--- src/rtl/fetch_unit.sv ---
// Instruction-fetch front end: PC, imem request/ack handshake,
// prefetch FIFO of {instr, pc} and redirect flush/drain.
module fetch_unit #(
    parameter int              XLEN     = 32,
    parameter logic [XLEN-1:0] RESET_PC = '0,
    parameter int              DEPTH    = 4
) (
    input  logic                       clk,
    input  logic                       rst,
    output logic                       imem_req,
    output logic [XLEN-1:0]            imem_addr,
    input  logic                       imem_ack,
    input  logic [31:0]                imem_rdata,
    input  logic                       redirect_valid,
    input  logic [XLEN-1:0]            redirect_pc,
    output logic                       instr_valid,
    input  logic                       instr_ready,
    output logic [31:0]                instr,
    output logic [XLEN-1:0]            instr_pc,
    output logic [$clog2(DEPTH):0]     fifo_level
);

    localparam int AW = $clog2(DEPTH);
    localparam int LW = AW + 1;
    localparam logic [0:0] FETCH = 1'b0;
    localparam logic [0:0] DRAIN = 1'b1;
    localparam logic [LW-1:0] FULL = LW'(DEPTH);

    logic [0:0]      state_q, state_d;
    logic [XLEN-1:0] pc_q, pc_d;
    logic [XLEN-1:0] tgt_q, tgt_d;
    logic            req_q, req_d;
    logic [LW-1:0]   level_q, level_d;
    logic [AW-1:0]   rd_q, rd_d;
    logic [AW-1:0]   wr_q, wr_d;

    logic [31:0]     mem_w  [DEPTH];
    logic [XLEN-1:0] mem_pc [DEPTH];

    logic            fire;
    logic            pop;
    logic            pop_eff;
    logic            push;
    logic            flush;
    logic [XLEN-1:0] rtgt;

    assign rtgt    = redirect_pc & ~XLEN'(3);
    assign fire    = req_q & imem_ack;
    assign pop     = (level_q != '0) & instr_ready;
    assign flush   = redirect_valid;
    assign pop_eff = pop & ~flush;

    always_comb begin
        state_d = state_q;
        pc_d    = pc_q;
        tgt_d   = tgt_q;
        push    = 1'b0;
        unique case (state_q)
            FETCH: begin
                if (redirect_valid) begin
                    // pending request without ack must be drained first
                    if (req_q && !imem_ack) begin
                        state_d = DRAIN;
                        tgt_d   = rtgt;
                    end else begin
                        pc_d = rtgt;
                    end
                end else if (fire) begin
                    push = 1'b1;
                    pc_d = pc_q + XLEN'(4);
                end
            end
            DRAIN: begin
                if (redirect_valid) begin
                    tgt_d = rtgt;
                end
                if (fire) begin
                    state_d = FETCH;
                    pc_d    = redirect_valid ? rtgt : tgt_q;
                end
            end
            default: state_d = FETCH;
        endcase

        if (flush) begin
            level_d = '0;
            rd_d    = '0;
            wr_d    = '0;
        end else begin
            level_d = level_q + LW'(push) - LW'(pop_eff);
            rd_d    = rd_q + AW'(pop_eff);
            wr_d    = wr_q + AW'(push);
        end

        req_d = (state_d == DRAIN) || (level_d < FULL);
    end

    always_ff @(posedge clk or posedge rst) begin
        if (rst) begin
            state_q <= FETCH;
            pc_q    <= RESET_PC;
            tgt_q   <= RESET_PC;
            req_q   <= 1'b0;
            level_q <= '0;
            rd_q    <= '0;
            wr_q    <= '0;
        end else begin
            state_q <= state_d;
            pc_q    <= pc_d;
            tgt_q   <= tgt_d;
            req_q   <= req_d;
            level_q <= level_d;
            rd_q    <= rd_d;
            wr_q    <= wr_d;
        end
    end

    always_ff @(posedge clk) begin
        if (push) begin
            mem_w[wr_q]  <= imem_rdata;
            mem_pc[wr_q] <= pc_q;
        end
    end

    assign imem_req    = req_q;
    assign imem_addr   = pc_q;
    assign instr_valid = (level_q != '0);
    assign instr       = mem_w[rd_q];
    assign instr_pc    = mem_pc[rd_q];
    assign fifo_level  = level_q;

endmodule

--- config.mk ---
export PLATFORM = sky130hd
export DESIGN_NAME = fetch_unit
export DESIGN_NICKNAME = d
export VERILOG_FILES = /design/src/rtl/fetch_unit.sv
export SDC_FILE = /design/constraint.sdc
export NUM_CORES = 1
export LEC_CHECK = 0
export CAP_MARGIN = 20
export CELL_PAD_IN_SITES_DETAIL_PLACEMENT = 1
export CELL_PAD_IN_SITES_GLOBAL_PLACEMENT = 1
export CORE_MARGIN = 2
export CORE_UTILIZATION = 45
export CTS_BUF_LIST = sky130_fd_sc_hd__clkbuf_4
export DETAILED_ROUTE_END_ITERATION = 16
export DONT_BUFFER_PORTS = 1
export PLACE_DENSITY = 0.73
export SLEW_MARGIN = 20
export SYNTH_ARGS = -nofsm -noshare
export SYNTH_HDL_FRONTEND = slang
export SYNTH_SLANG_ARGS = --single-unit
--- constraint.sdc ---
create_clock -name clk -period 7.05 [get_ports clk]
set_clock_uncertainty 0.1 [all_clocks]
set_input_delay 1.41 -clock clk [delete_from_list [all_inputs] [get_ports clk]]
set_output_delay 1.41 -clock clk [all_outputs]
set_load 0.05 [all_outputs]
==> results of run 1 <==
==> state kept, by name (all words and copies together) (netlist names) <==
signal      count
mem_pc        128
mem_w         128
imem_addr      32
tgt_q          32
fifo_level      3
rd_q            2
wr_q            2
imem_req        1
state_q         1
==> synthesized netlist by cell type, types with 5 or more instances <==
master                     count
sky130_fd_sc_hd__edfxtp_1    256
sky130_fd_sc_hd__dfrtp_1      73
sky130_fd_sc_hd__mux4_2       64
sky130_fd_sc_hd__nand2_1      57
sky130_fd_sc_hd__o21ai_0      36
sky130_fd_sc_hd__mux2_2       31
sky130_fd_sc_hd__clkbuf_1     30
sky130_fd_sc_hd__nor2_1       21
sky130_fd_sc_hd__a21oi_1      20
sky130_fd_sc_hd__nand3_1      15
sky130_fd_sc_hd__nand4_1      11
sky130_fd_sc_hd__buf_1        10
sky130_fd_sc_hd__nor2b_1      10
sky130_fd_sc_hd__o211ai_1     10
sky130_fd_sc_hd__inv_1         9
sky130_fd_sc_hd__a31oi_1       8
sky130_fd_sc_hd__mux2i_1       7
sky130_fd_sc_hd__and3_1        5
sky130_fd_sc_hd__ha_1          5
sky130_fd_sc_hd__nand4b_1      5
sky130_fd_sc_hd__nor3_1        5
sky130_fd_sc_hd__nor4_1        5
sky130_fd_sc_hd__xnor2_1       5
==> where the power goes <==
| group | switching, mW | internal (mW) | total, mW |
|---|---|---|---|
| combinational | 0.841 | 0.407 | 1.25 |
| sequential | 0.714 | 2.44 | 3.15 |
| clock | 0.769 | 0.848 | 1.62 |
| total | 2.32 | 3.69 | 6.02 |
==> cell families (layout without fill, tap and decap cells) <==
| group | Yosys count | count (layout) | synth area share (%) |
|---|---|---|---|
| AOI/OAI and AO/OA | 112 | 112 | 5.42 |
| buffers and inverters | 52 | 180 | 1.49 |
| DFF | 329 | 329 | 71.6 |
| adders and majority gates | 6 | 6 | 0.622 |
| other | 0 | 2 | 0 |
| muxes | 102 | 102 | 14.0 |
| xor gates and xnor gates | 5 | 5 | 0.330 |
| and+or+nand+nor | 162 | 162 | 6.49 |
==> layer usage <==
layer / up-vias / share of wire (%) / GRT usage (%)
li1: 3255 / - / -
met1: 3823 / 41 / 25.9
met2: 274 / 48 / 32.5
met3: 51 / 8.1 / 6.71
met4: 0 / 2.1 / 7.75
met5: - / 0 / 0
==> worst max-delay path by stage <==
stage / cells after the start / from / to / slack (ns)
after floorplan: 3 / redirect_valid / mem_pc[0][0] / 0.13
after global placement: 6 / redirect_valid / mem_w[2][8] / 3.11
after detailed placement: 6 / redirect_valid / mem_w[2][7] / 3.04
after CTS: 2 / rd_q[0] / instr_pc[26] / 2.31
after global routing: 2 / rd_q[0] / instr_pc[26] / 2.18
final: 2 / rd_q[0] / instr_pc[26] / 2.45
==> area by class of cell <==
type | count | area share, %
sequential | 329 | 64.0
multi-input combinational | 387 | 24.3
clock buffer | 130 | 6.56
tap | 384 | 3.23
clock inverter | 25 | 0.825
timing repair buffer | 15 | 0.757
inverter | 10 | 0.252
antenna | 2 | 0.0337
==> critical path, cell delays in order (launching register included) <==
cell and delay (ns):
sky130_fd_sc_hd__dfrtp_4 0.90, sky130_fd_sc_hd__buf_4 0.64, sky130_fd_sc_hd__mux4_2 0.78
==> through the flow <==
step	power [mW]	hold WS (ns)
floorplan	4.06	0.354
global placement	4.37	0.371
detailed placement	4.45	0.379
CTS	6.10	0.395
global route	6.32	0.417
finish	6.02	0.392
==> key figures, run 1 <==
Clocking
  • Hold-fix buffers at CTS: 0
  • Post-CTS sizing: 0
  • Maximum number of buffers from clock root to sink: 3
  • Root Buffer Master: sky130_fd_sc_hd__clkbuf_4
  • TritonCTS clock tree: done
  • Worst-Skew Late Latency: 0.71 ns
  • Total setup buffers inserted after CTS: 0
  • CTS clk-pin slew, worst paths: 0.07 ns
  • # clock sinks: 329
  • Number of buffers inserted during clock tree synthesis: 88
  • H-tree depth: 3

Worst setup path
  • Kind of end point of the critical path: output pin
  • Endpoint required time on the critical path: 5.54 ns
  • Type of the worst setup path: register to output pin
  • Capture instance of the worst register-to-register path: imem_req
  • Maximum fanout encountered on the critical timing path: 34
  • Length in cells of the worst reg-to-reg path: 10
  • Startpoint types: register
  • Data arrival time of the critical path: 3.09 ns
  • Reg-to-Reg Start: fifo_level[1]
  • Flop2flop setup slack: 3.76 ns

Route
  • First drt pass iteration count: 5
  • Total wire length after detailed routing: 30.7 mm
  • 1st-iter DRT viols: 577
  • Detailed-route via count: 7403
  • Average wire per cell in the routed design: 24.0 um
  • Average vias per placed instance: 5.77
  • Remaining DRCs: 0
  • Number of routed nets with antenna violations: 0

Layout
  • Filler instances: 2777
  • Fin nets: 906
  • Leading cell type in the layout, fill and taps excluded: sky130_fd_sc_hd__edfxtp_1
  • Number of standard cells in the final layout excluding fillers: 1282
  • Area of all sequential standard cells: 0.00952 mm2
  • Most used cells in the layout excluding fill and tap cells: 256 x sky130_fd_sc_hd__edfxtp_1, 130 x sky130_fd_sc_hd__clkbuf_4, 71 x sky130_fd_sc_hd__dfrtp_1
  • Layout cell share with drive strength beyond 1: 29.9%
  • Area of the multi-input gates: 0.00361 mm2
  • Area grow syn2layout: 12.0%
  • Share of the core filled with cells: 51.5%
  • Non-Filler Cell Area, Final: 0.0149 mm2

Synthesis
  • Synthesized cell area: 0.0133 mm2
  • Top area cells in the synthesized netlist: sky130_fd_sc_hd__edfxtp_1 58%, sky130_fd_sc_hd__dfrtp_1 14%, sky130_fd_sc_hd__mux4_2 11%, sky130_fd_sc_hd__mux2_2 2.6%, sky130_fd_sc_hd__nand2_1 1.6%
  • Synth cell types: 60
  • Fraction of post-synthesis cell area in the top cell type by area: 57.9%
  • Register bit total from synthesis: 329
  • Post-synth net total: 843
  • Seq/Total Area, Yosys: 71.6%
  • Mean post-synth cell area: 17.3 um2
  • Gate count after technology mapping: 768
  • Fraction of registers with async set/reset: 22.2%
  • Synthesis warning total: 0
  • Number of flops mapped to enable cells by yosys: 256
  • Dominant register cell in the synthesized netlist: sky130_fd_sc_hd__edfxtp_1
  • Cell accounting for the most synthesized area: sky130_fd_sc_hd__edfxtp_1

Global route
  • Overall track demand over capacity in global routing: 20.3%
  • Antenna violations before repair: 1
  • Via count of the first global-routing pass: 8304
  • Pin count of the biggest net entering global routing: 74
  • Overflow left after global routing: 0
  • Wire length of the first global-routing pass: 48.0 mm

Power
  • Worst ir drop on vdd: 186 uV
  • PD cells: 405 mW/mm2
  • Leakage power total: 4.99 nW

Place
  • Setup WS pre-CTS: 3.04 ns
  • Placed cell count: 1125
  • Post-detail-place hpwl: 19.3 mm
  • IO Port Bufs: 0
  • GP Congestion: 0.787
  • Instance area after placement: 0.0138 mm2

STA
  • Unrepaired setup endpoints after global routing: no
  • Final Hold Viols: 0
  • Final setup violation count: 0
  • TNS Setup: 0 ns
  • Min Tclk post-route: 4.60 ns
  • Slew headroom: 33.7%
  • Final clock period utilization by the worst path: 65.2%
  • Setup WS post-layout: 2.45 ns
  • Number of slew-limit violations in the final report: 0
  • Slew @ Worst Pin: 0.994 ns
  • Maximum frequency from static timing analysis: 0.218 GHz

Floorplanning
  • Core area: 0.0289 mm2
  • Full die area: 0.0309 mm2
  • Die height: 176 um
  • Number of ports placed on the die boundary: 170
  • Starting utilization of the core area: 46.0%
  • Die width: 176 um
  • Floorplan row count: 62

Worst hold path
  • Worst hold path cell count: 1
  • Worst min-delay path class: register to register
  • Worst-case hold path end point: tgt_q[0]
  • Hold Crit Start: tgt_q[0]

Outcome
  • Result of the run: complete, no violations

Job
  • # Max-Cap Violations: 0
Note: power is estimated with default switching activity, not from simulation.
==> run 2, diff against run 1 <==
--- a/config.mk
+++ b/config.mk
@@ -13,7 +13,7 @@
 export CTS_BUF_LIST = sky130_fd_sc_hd__clkbuf_4
 export DETAILED_ROUTE_END_ITERATION = 16
 export DONT_BUFFER_PORTS = 1
-export PLACE_DENSITY = 0.73
+export PLACE_DENSITY = 0.76
 export SLEW_MARGIN = 20
 export SYNTH_ARGS = -nofsm -noshare
 export SYNTH_HDL_FRONTEND = slang
==> constraint.sdc (replaced) <==
create_clock -name clk -period 3.8 [get_ports clk]
set_clock_uncertainty 0.1 [all_clocks]
set_input_delay 0.76 -clock clk [delete_from_list [all_inputs] [get_ports clk]]
set_output_delay 0.76 -clock clk [all_outputs]
set_load 0.05 [all_outputs]
==> key figures, run 2 (synthesis gave the netlist of run 1 again) <==
Outcome
  • Result of the run: complete, no violations

Power
  • Flop pwr share: 45.5%
  • Logic gate share of total power: 27.5%
  • Final Power: 11.5 mW
  • Leakage power total: 5.22 nW
  • Clk network pwr share: 27.0%
  • Internal power consumption: 7.16 mW
  • Switching part of the total: 37.6%
  • Sw Pwr: 4.32 mW
  • Worst ir drop on vdd: 315 uV
  • PD cells: 747 mW/mm2

Clocking
  • Worst-Skew Late Latency: 0.68 ns
  • # clock sinks: 329
  • Number of buffers inserted during clock tree synthesis: 87
  • Total setup buffers inserted after CTS: 0
  • H-tree depth: 3
  • TritonCTS clock tree: done
  • Maximum number of buffers from clock root to sink: 3
  • CTS clk-pin slew, worst paths: 0.06 ns
  • Root Buffer Master: sky130_fd_sc_hd__clkbuf_4

Worst setup path
  • Number of buffers and inverters on the critical path: 1
  • Startpoint of the worst setup timing path: rd_q[1]
  • Cell with the biggest individual delay on the critical path: sky130_fd_sc_hd__dfrtp_2
  • Capture instance of the worst register-to-register path: imem_addr[28]
  • Startpoint types: register
  • Ordered cell list for the critical path: buf_12, mux4_2
  • Stages on the worst setup path: 2
  • Maximum fanout encountered on the critical timing path: 46
  • Flop2flop setup slack: 0.78 ns
  • Slowest stage delay, CP: 0.71 ns
  • Endpoint required time on the critical path: 2.94 ns
  • Reg-to-Reg Start: imem_addr[5]
  • Type of the worst setup path: register to output pin
  • Cell class contributing the biggest share of worst-path delay: flip-flops
  • Length in cells of the worst reg-to-reg path: 4
  • CP Capture Point: instr_pc[15]
  • Kind of end point of the critical path: output pin
  • Data arrival time of the critical path: 2.29 ns

Worst hold path
  • Worst min-delay path class: primary input to register
  • Worst hold path cell count: 1

Global route
  • Wire length of the first global-routing pass: 49.5 mm
  • Via count of the first global-routing pass: 8473
  • Overall track demand over capacity in global routing: 20.9%
  • Antenna violations before repair: 1
  • Overflow left after global routing: 0
  • Pin count of the biggest net entering global routing: 65

Floorplanning
  • Floorplan row count: 62
  • Die height: 176 um
  • Starting utilization of the core area: 46.0%
  • Number of ports placed on the die boundary: 170
  • Die width: 176 um
  • Full die area: 0.0309 mm2
  • Core area: 0.0289 mm2

Place
  • Setup WS pre-CTS: 0.705 ns
  • GP Congestion: 0.790
  • Post-detail-place hpwl: 19.9 mm
  • IO Port Bufs: 0

Layout
  • Most used cells in the layout excluding fill and tap cells: 256 x sky130_fd_sc_hd__edfxtp_1, 126 x sky130_fd_sc_hd__clkbuf_4, 71 x sky130_fd_sc_hd__dfrtp_1
  • Area grow syn2layout: 15.8%
  • Fin nets: 950
  • Leading cell type in the layout, fill and taps excluded: sky130_fd_sc_hd__edfxtp_1
  • Layout cell share with drive strength beyond 1: 30.5%
  • Share of the core filled with cells: 53.3%
  • Filler instances: 2736
  • Top flop regs: mem_pc (128), mem_w (128)

Route
  • Remaining DRCs: 0
  • First drt pass iteration count: 5
  • Average vias per placed instance: 5.80
  • Total wire length after detailed routing: 31.6 mm
  • 1st-iter DRT viols: 555
  • Number of routed nets with antenna violations: 0
  • Detailed-route via count: 7651
  • Average wire per cell in the routed design: 23.9 um

STA
  • Min Tclk post-route: 3.15 ns
  • Final clock period utilization by the worst path: 82.8%
  • WHS: 0.0776 ns
  • Slew headroom: 40.0%
  • Slew @ Worst Pin: 0.901 ns
  • Final setup violation count: 0
  • Final Hold Viols: 0
  • Unrepaired setup endpoints after global routing: no
  • TNS Setup: 0 ns
  • Maximum frequency from static timing analysis: 0.318 GHz
  • Setup WS post-layout: 0.653 ns
  • Number of slew-limit violations in the final report: 0

Job
  • # Max-Cap Violations: 0
run 2: cell count changes in the layout (fill, tap and decap cells not counted), sizes merged:
| cell | delta |
|---|---|
| buf | +21 |
| bufinv | +3 |
| clkbuf | -4 |
| clkinv | -4 |
| diode | -1 |
| dlygate4sd3 | +24 |
| inv | -1 |
run 2: metrics by stage:
| stage | cells | area (um2) |
|---|---|---|
| after floorplan | 768 | 13300 |
| after global placement | 1146 | 14000 |
| after detailed placement | 1146 | 14000 |
| after CTS | 1309 | 15300 |
| after global routing | 1320 | 15400 |
| final | 1320 | 15400 |
run 2: worst reg2reg max path: cells and delay by family, from the launching register on:
family           cells  cell delay [ns]
AND/OR/NAND/NOR      3             1.77
flip-flops           1             0.85
AO/OA/AOI/OAI        1             0.22
run 2: worst min path at each step:
| stage | from | end |
|---|---|---|
| 4_1_cts | imem_rdata[24] | mem_w[3][24] |
| 3_3_place_gp | tgt_q[1] | tgt_q[1] |
| 6_report | redirect_valid | rd_q[0] |
| 2_1_floorplan | tgt_q[0] | tgt_q[0] |
| 5_1_grt | imem_rdata[6] | mem_w[0][6] |
| 3_5_place_dp | tgt_q[1] | tgt_q[1] |
run 2: what timing repair did:
item / in CTS / in global routing
hold buffers: 14 / 10
resized for setup: 0 / 0
endpoints found under the hold margin: 35 / 23
run 2: area by class of cell:
type                       count  area, um2  share of cell area, %
sequential                   329       9520                   61.9
clock inverter                23        174                   1.13
antenna                        1       2.50                 0.0163
tap                          384        480                   3.13
multi-input combinational    387       3610                   23.5
inverter                      10       37.5                  0.244
timing repair buffer          60        598                   3.89
clock buffer                 126        946                   6.15
run 2: per-layer routing:
layer  vias to the layer above  GRT usage [%]  share of wire, %
met5                         -              0                 0
met4                         0           6.75               1.3
met3                        43           7.66               9.4
met2                       320           33.2                48
met1                      3939           26.7                41
li1                       3349              -                 -
run 2: power by group through the flow:
stage	Combinational (mW)	Clock [mW]	Sequential, mW
2_1_floorplan	1.91	0	5.61
3_3_place_gp	3.04	0	5.24
3_5_place_dp	3.15	0	5.30
4_1_cts	3.18	3.21	5.22
5_1_grt	3.36	3.40	5.28
6_report	3.16	3.10	5.22
